**config.mk**
```make
export PLATFORM = sky130hd
export DESIGN_NAME = mem_port_arbiter
export DESIGN_NICKNAME = d
export VERILOG_FILES = /design/src/rtl/mem_port_arbiter.sv
export SDC_FILE = /design/constraint.sdc
export NUM_CORES = 1
export LEC_CHECK = 0
export CAP_MARGIN = 10
export CORE_ASPECT_RATIO = 0.75
export CORE_MARGIN = 8
export CORE_UTILIZATION = 38
export CTS_CLUSTER_DIAMETER = 30
export DETAILED_ROUTE_END_ITERATION = 7
export GPL_TIMING_DRIVEN = 0
export PLACE_DENSITY = 0.95
export RECOVER_POWER = 100
export REMOVE_ABC_BUFFERS = 1
export SLEW_MARGIN = 20
export SYNTH_ARGS = -nofsm -noshare
export SYNTH_HDL_FRONTEND = slang
export SYNTH_SLANG_ARGS = --single-unit
export TNS_END_PERCENT = 30
```
**constraint.sdc**
```tcl
create_clock -name clk -period 2.4 [get_ports clk]
set_input_delay 0.36 -clock clk [delete_from_list [all_inputs] [get_ports clk]]
set_output_delay 0.36 -clock clk [all_outputs]
set_load 0.05 [all_outputs]
```
**src/rtl/mem_port_arbiter.sv**
```systemverilog
// Shares one split address/data memory port between instruction fetch and the
// load/store unit: one transaction at a time, round-robin on conflict, sticky watchdog.
module mem_port_arbiter #(
  parameter int AW      = 32,
  parameter int DW      = 32,
  parameter int TIMEOUT = 256
) (
  input  logic          clk,
  input  logic          rst,
  input  logic          inst_req,
  input  logic [AW-1:0] inst_addr,
  output logic [DW-1:0] inst_rdata,
  output logic          inst_ok,
  input  logic          data_req,
  input  logic [3:0]    data_wen,
  input  logic [AW-1:0] data_addr,
  input  logic [DW-1:0] data_wdata,
  output logic [DW-1:0] data_rdata,
  output logic          data_ok,
  output logic          mem_req,
  output logic          mem_wr,
  output logic [3:0]    mem_wstrb,
  output logic [AW-1:0] mem_addr,
  output logic [DW-1:0] mem_wdata,
  input  logic          mem_addr_ok,
  input  logic          mem_data_ok,
  input  logic [DW-1:0] mem_rdata,
  output logic          busy,
  output logic          timeout_err
);

  localparam logic [2:0] S_IDLE   = 3'd0;
  localparam logic [2:0] S_I_ADDR = 3'd1;
  localparam logic [2:0] S_I_DATA = 3'd2;
  localparam logic [2:0] S_D_ADDR = 3'd3;
  localparam logic [2:0] S_D_DATA = 3'd4;

  localparam int             CW    = $clog2(TIMEOUT) + 1;
  localparam logic [CW-1:0]  C_MAX = CW'(TIMEOUT - 1);

  logic [2:0]    r_state;
  logic [2:0]    w_next_state;
  logic          w_grant_inst;
  logic          w_grant_data;
  logic          r_last_data;
  logic [AW-1:0] r_addr;
  logic [3:0]    r_wstrb;
  logic [DW-1:0] r_wdata;
  logic          r_wr;
  logic [CW-1:0] r_cnt;
  logic          r_timeout_err;

  // Next-state and grant selection; on conflict the requester not served last wins.
  always_comb begin
    w_next_state = r_state;
    w_grant_inst = 1'b0;
    w_grant_data = 1'b0;
    case (r_state)
      S_IDLE: begin
        if (inst_req && data_req) begin
          if (r_last_data) begin
            w_grant_inst = 1'b1;
          end else begin
            w_grant_data = 1'b1;
          end
        end else if (data_req) begin
          w_grant_data = 1'b1;
        end else if (inst_req) begin
          w_grant_inst = 1'b1;
        end else begin
          w_grant_inst = 1'b0;
        end
        if (w_grant_data) begin
          w_next_state = S_D_ADDR;
        end else if (w_grant_inst) begin
          w_next_state = S_I_ADDR;
        end else begin
          w_next_state = S_IDLE;
        end
      end
      S_I_ADDR: begin
        if (mem_addr_ok) w_next_state = S_I_DATA;
        else             w_next_state = S_I_ADDR;
      end
      S_I_DATA: begin
        if (mem_data_ok) w_next_state = S_IDLE;
        else             w_next_state = S_I_DATA;
      end
      S_D_ADDR: begin
        if (mem_addr_ok) w_next_state = S_D_DATA;
        else             w_next_state = S_D_ADDR;
      end
      S_D_DATA: begin
        if (mem_data_ok) w_next_state = S_IDLE;
        else             w_next_state = S_D_DATA;
      end
      default: begin
        w_next_state = S_IDLE;
      end
    endcase
  end

  // State, grant history and the transaction latched at grant time.
  always_ff @(posedge clk or negedge rst) begin
    if (!rst) begin
      r_state     <= S_IDLE;
      r_last_data <= 1'b0;
      r_addr      <= {AW{1'b0}};
      r_wstrb     <= 4'b0000;
      r_wdata     <= {DW{1'b0}};
      r_wr        <= 1'b0;
    end else begin
      r_state <= w_next_state;
      if (w_grant_data) begin
        r_last_data <= 1'b1;
        r_addr      <= data_addr;
        r_wstrb     <= data_wen;
        r_wdata     <= data_wdata;
        r_wr        <= |data_wen;
      end else if (w_grant_inst) begin
        r_last_data <= 1'b0;
        r_addr      <= inst_addr;
        r_wstrb     <= 4'b0000;
        r_wdata     <= {DW{1'b0}};
        r_wr        <= 1'b0;
      end else begin
        r_last_data <= r_last_data;
      end
    end
  end

  // Watchdog: counts cycles in the current wait state, saturates, never aborts the FSM.
  always_ff @(posedge clk or negedge rst) begin
    if (!rst) begin
      r_cnt         <= {CW{1'b0}};
      r_timeout_err <= 1'b0;
    end else begin
      if (w_next_state != r_state) begin
        r_cnt <= {CW{1'b0}};
      end else if ((r_state != S_IDLE) && (r_cnt != C_MAX)) begin
        r_cnt <= r_cnt + {{(CW-1){1'b0}}, 1'b1};
      end else begin
        r_cnt <= r_cnt;
      end
      if ((r_state != S_IDLE) && (r_cnt == C_MAX)) begin
        r_timeout_err <= 1'b1;
      end else begin
        r_timeout_err <= r_timeout_err;
      end
    end
  end

  assign mem_req     = (r_state == S_I_ADDR) || (r_state == S_D_ADDR);
  assign mem_wr      = r_wr;
  assign mem_wstrb   = r_wstrb;
  assign mem_addr    = r_addr;
  assign mem_wdata   = r_wdata;
  assign inst_ok     = (r_state == S_I_DATA) && mem_data_ok;
  assign data_ok     = (r_state == S_D_DATA) && mem_data_ok;
  assign inst_rdata  = mem_rdata;
  assign data_rdata  = mem_rdata;
  assign busy        = (r_state != S_IDLE);
  assign timeout_err = r_timeout_err;

endmodule

```
# Word level (Yosys, flattened, before mapping)

Cells that the tools add are included.

Equality and inequality tests: 7
$add $sub $neg: 1
Mux-type cells: 29
Reductions and logical operators: 11

Operators by type and width:

| operator            | number |
|---|---|
| $mux 32             | 4 |
| $mux 9              | 2 |
| $mux 1              | 15 |
| $pmux 3 s5          | 1 |
| $add 9x1->9 const B | 1 |
| $eq 9x8->1 const B  | 1 |
| $ne 9x8->1 const B  | 1 |
| $mux 4              | 2 |
| $eq 3x2->1 const B  | 2 |
| $mux 2              | 3 |
| $mux 3              | 2 |
| $logic_and 1x1->1   | 5 |
| $reduce_bool 2->1   | 2 |
| $reduce_or 4->1     | 1 |
| $eq 3x1->1 const B  | 1 |
| $eq 3x3->1 const B  | 1 |
| $logic_not 3->1     | 1 |
| $ne 3x3->1          | 1 |
| $reduce_bool 3->1   | 1 |
| $logic_or 1x1->1    | 1 |

Output and inout port bits: 138
Word-level logic and storage cells: 56
Input port bits: 138
Register bits after elaboration: 83

# Logic depth before layout (Yosys ltp)

Depth after elaboration: 9
Mapped depth: 8
Gate-level depth less buffers: 8

# Worst setup path after synthesis

No wires, ideal clock.

Kind: reg2reg
Start point: register r_state[0]
End point: register r_cnt[0]
Data arrival time: 1.855 ns
Data required time: 2.269 ns
Cell stages (with the launch flop): 6
Clock period less this slack: 1.987 ns
Path buffers: 1
Slack: 0.413 ns
Cells stage by stage: dfrtp_1 -> buf_2 -> nor2b_1 -> a221oi_2 -> o2111ai_4 -> nor2_1

Longest elaborated chain between the ends: 4
Elaborated cells on any way between the ends: 11

RTL lines:

| element                                            | line | RTL |
|---|---|---|
| start: declaration                                 | 41   | `logic [2:0] r_state;` |
| start signal: assignment                           | 113  | `r_state <= w_next_state;` |
| $eq 3x3->1, or another cell as far along           | 58   | `case (r_state)` |
| $pmux 3 s5                                         | 58   |  |
| $ne 3x3->1                                         | 138  | `if (w_next_state != r_state) begin` |
| $mux 9 / $reduce_bool 2->1 (equally long branches) | -    |  |
| end signal: assignment                             | 139  | `r_cnt <= {CW{1'b0}};` |
| end signal: assignment                             | 141  | `r_cnt <= r_cnt + {{(CW-1){1'b0}}, 1'b1};` |
| end signal: assignment                             | 143  | `r_cnt <= r_cnt;` |
| end: declaration                                   | 50   | `logic [CW-1:0] r_cnt;` |

Several ways; a longest one is shown, not always the timed one.
A chain may end at the register's enable or synchronous reset.

# Worst setup path after layout

Start point: input port mem_data_ok
End point: output port inst_ok

Longest elaborated chain between the ends: 1

RTL lines:

| element            | line | RTL |
|---|---|---|
| start: declaration | 26   | `input logic mem_data_ok,` |
| $logic_and 1x1->1  | 158  | `assign inst_ok = (r_state == S_I_DATA) && mem_data_ok;` |
| end: declaration   | 13   | `output logic inst_ok,` |

Every way passes these cells.

==> flow_metrics.tcl <==
set metrics [dict create \
    period_needed_ns 2.26 \
    rows 32 \
    status "finished clean" \
    vias_per_cell 5.28 \
    power.density_nw_per_um2 1530 \
    leakagePower_uw 0.00252 \
    cts_tree "done" \
    slew_headroom 0.280 \
    combPwrFrac 0.569 \
    place_worst_setup_slack_ns -0.537 \
    diodes 0 \
    synthDistinctLibCells 40 \
    fin_nets 620 \
    cap_violations 0 \
    antenna_found_initial 0 \
    hold_ws_ns 0.221 \
    p_switching_uw 4220 \
    cp-end-kind "primary output" \
    drcViolationCount 0 \
    crit_path_max_incr_delay_ns 0.61 \
    crit_path_max_fanout 5 \
    drt-initial-drc-count 141 \
    drtPass1Iterations 4 \
    cp-start-kind "input port" \
    dpl_cell_area_um2 5420 \
    io_buffers 179 \
    numCtsBuffers 9 \
    final_area_um2 5680 \
    grt_pass1_vias 3674 \
    totalNegativeSetupSlack_ns 0 \
    setup_slack_ns 0.140 \
    intPower_uw 4450 \
    clockRootBuffer "clkbuf_16" \
    fmax_ghz 0.443 \
    synthCells 373 \
    crit_chain "dlygate4sd3_1 -> nor2b_1 -> nor2b_1 -> dlygate4sd2_1" \
    synthXorXnorAreaFrac 0.0154 \
    reg2reg_slack_ns 0.20 \
    grt_remaining_overflow 0 \
    antenna_left 0 \
    fin_crit_sh 0.942 \
    grt_max_degree 45 \
    ioPinCount 276 \
    clockBufferDepth 2 \
    worst_path_max_delay_cell "dlygate4sd3_1" \
    dieHeight_um 105 \
    slew_violations 0 \
    synth_warnings 0 \
    synth_fa_ha_area_frac 0.00630 \
    grt_usage 0.198 \
    clk_latency_ns 0.33 \
    dp_hpwl_um 10800 \
    tightest_slew_ns 1.08 \
    swShare 0.487 \
    finClkSkew_ns 0.00626 \
    syn_area_um2 3970 \
    synth_simple_gate_area_frac 0.0841 \
    pwr-share-seq 0.274 \
    dieWidth_um 134 \
    core_area_um2 10200 \
    path_clk_slew_ns 0.06 \
    hold_viol_final 0 \
    hp-class "in -> async" \
    criticalPathCategory "in -> out" \
    rsz0062_at_grt "no" \
    synth-seq-cells 83 \
    dp_cells 603 \
    die-area_um2 14000 \
    path_delay_family "buffers and inverters" \
    critPathBufInv 2 \
    syn2layout_area_growth_pct 43.1 \
    pwr-share-clk 0.157 \
    vias 3272 \
    avgSynthCellArea_um2 10.6 \
    ir_drop_mv 0.928 \
    synth_compound_area_frac 0.210 \
    synth_top_family_by_area "compound AO/OA/AOI/OAI gates" \
    place_congestion 0.762 \
    crit_arrival_ns 1.90 \
    wl_per_cell_um 22.6 \
    ys_seq_area_frac 0.523 \
    cts_sinks 83 \
    final_cells 620 \
    muxShareOfSynthArea 0.00252 \
    grt_pass1_wl_um 21100 \
    setup-violations-final 0 \
    required_ns 2.04 \
    drive_gt1_frac 0.0599 \
    start_util 0.387 \
    cts.htree.levels 3 \
    crit_top_cell "nor2b_1" \
    wirelength_um 14000 \
]
## layout by cell type (no fill, tap or decap), types with 3 or more instances in the layout
cell	count
a22o_1	36
nor2b_1	3
clkbuf_2	3
nand2_1	39
clkbuf_1	5
xnor2_1	7
buf_16	3
a21o_1	3
clkbuf_16	9
dlygate4sd3_1	71
o21ai_0	34
dfrtp_1	83
nor2_1	13
clkdlybuf4s50_1	103
o21ai_1	3
o22ai_1	32
## logic make-up (layout without fill, tap and decap cells)
kind of cell               count (synthesis)  count (layout)
adders and majority gates                  2               2
AOI/OAI and AO/OA                        119             119
xor gates and xnor gates                   7               7
muxes                                      1               1
DFF                                       83              83
buffers and inverters                     91             201
and+or+nand+nor                           70              71
## routing by layer
layer  wire length (um)  global-route usage
met1               5710               0.225
met2               5650               0.269
met3               2390               0.157
met4                201              0.0631
met5                 83              0.0590
## what timing repair did
action,4_1_cts,5_1_grt
resized for setup,2,3
cloned,1,0
hold buffers,0,0
endpoints found under the setup margin,71,3
pin swaps,2,0
buffers inserted,1,0
## per-stage QoR
| stage | total power, uW | utilization |
|---|---|---|
| 2_1_floorplan | 5630 | - |
| 3_3_place_gp | 7130 | 0.518 |
| 3_5_place_dp | 7610 | 0.529 |
| 4_1_cts | 9100 | 0.560 |
| 5_1_grt | 9150 | 0.554 |
| 6_report | 8670 | 0.554 |
## power groups by stage
| stage | sequential (uW) | combinational (uW) | clock, uW |
|---|---|---|---|
| 5_1_grt | 2470 | 5200 | 1480 |
| 2_1_floorplan | 4310 | 1320 | 0 |
| 6_report | 2380 | 4930 | 1360 |
| 3_5_place_dp | 2410 | 5210 | 0 |
| 3_3_place_gp | 2350 | 4780 | 0 |
| 4_1_cts | 2410 | 5280 | 1410 |
## registers in the layout, summed over array words and instances (netlist names)
name and cells:
mem_addr 32, mem_wdata 32, mem_wr 1, mem_wstrb 4, r_cnt 9, r_last_data 1, r_state 3, timeout_err 1
## cell usage after synthesis
cell       count  area (um2)
dfrtp_1       83        2080
buf_4         65         488
nand2_1       39         146
a22o_1        36         315
o22ai_1       32         200
o21ai_0       23         115
o21ai_1       15        75.1
nor2_1        13        48.8
buf_2         12        60.1
clkbuf_1       8        30.0
xnor2_1        7        61.3
buf_6          4        45.0
a21o_1         3        22.5
nor2b_1        3        18.8
a21oi_1        2        10.0
ha_1           2        25.0
nand3_1        2        10.0
nor3_1         2        10.0
a211oi_2       1        12.5
a21bo_2        1        10.0
a21boi_0       1        7.51
a221oi_2       1        15.0
and3_1         1        6.26
inv_1          1        3.75
inv_2          1        3.75
mux2i_1        1        10.0
nand2b_1       1        6.26
nand4_1        1        6.26
nand4b_1       1        8.76
nor2_8         1        20.0
nor3_2         1        10.0
nor3b_1        1        7.51
nor3b_2        1        12.5
nor4_1         1        6.26
nor4b_1        1        8.76
o2111ai_4      1        26.3
o211ai_1       1        7.51
o21a_1         1        7.51
o41ai_1        1        8.76
or2b_1         1        7.51
## area by class of cell
| cell class | count | area [um2] |
|---|---|---|
| clock inverter | 2 | 35.0 |
| timing repair buffer | 184 | 1860 |
| tap | 136 | 170 |
| fill | 851 | 4570 |
| sequential | 83 | 2080 |
| multi-input combinational | 200 | 1270 |
| inverter | 2 | 7.51 |
| clock buffer | 13 | 260 |
## final timing paths
kind | from | to | depth (start not counted)
min in group clk | timeout_err | timeout_err | 1
max in group asynchronous | rst | mem_wdata[4] | 2
worst max register to register | r_state[0] | mem_wstrb[2] | 6
worst min register to register | timeout_err | timeout_err | 1
worst max-delay path | mem_data_ok | inst_ok | 4
worst min-delay path | rst | r_state[2] | 1
(Power assumes the default switching activity.)
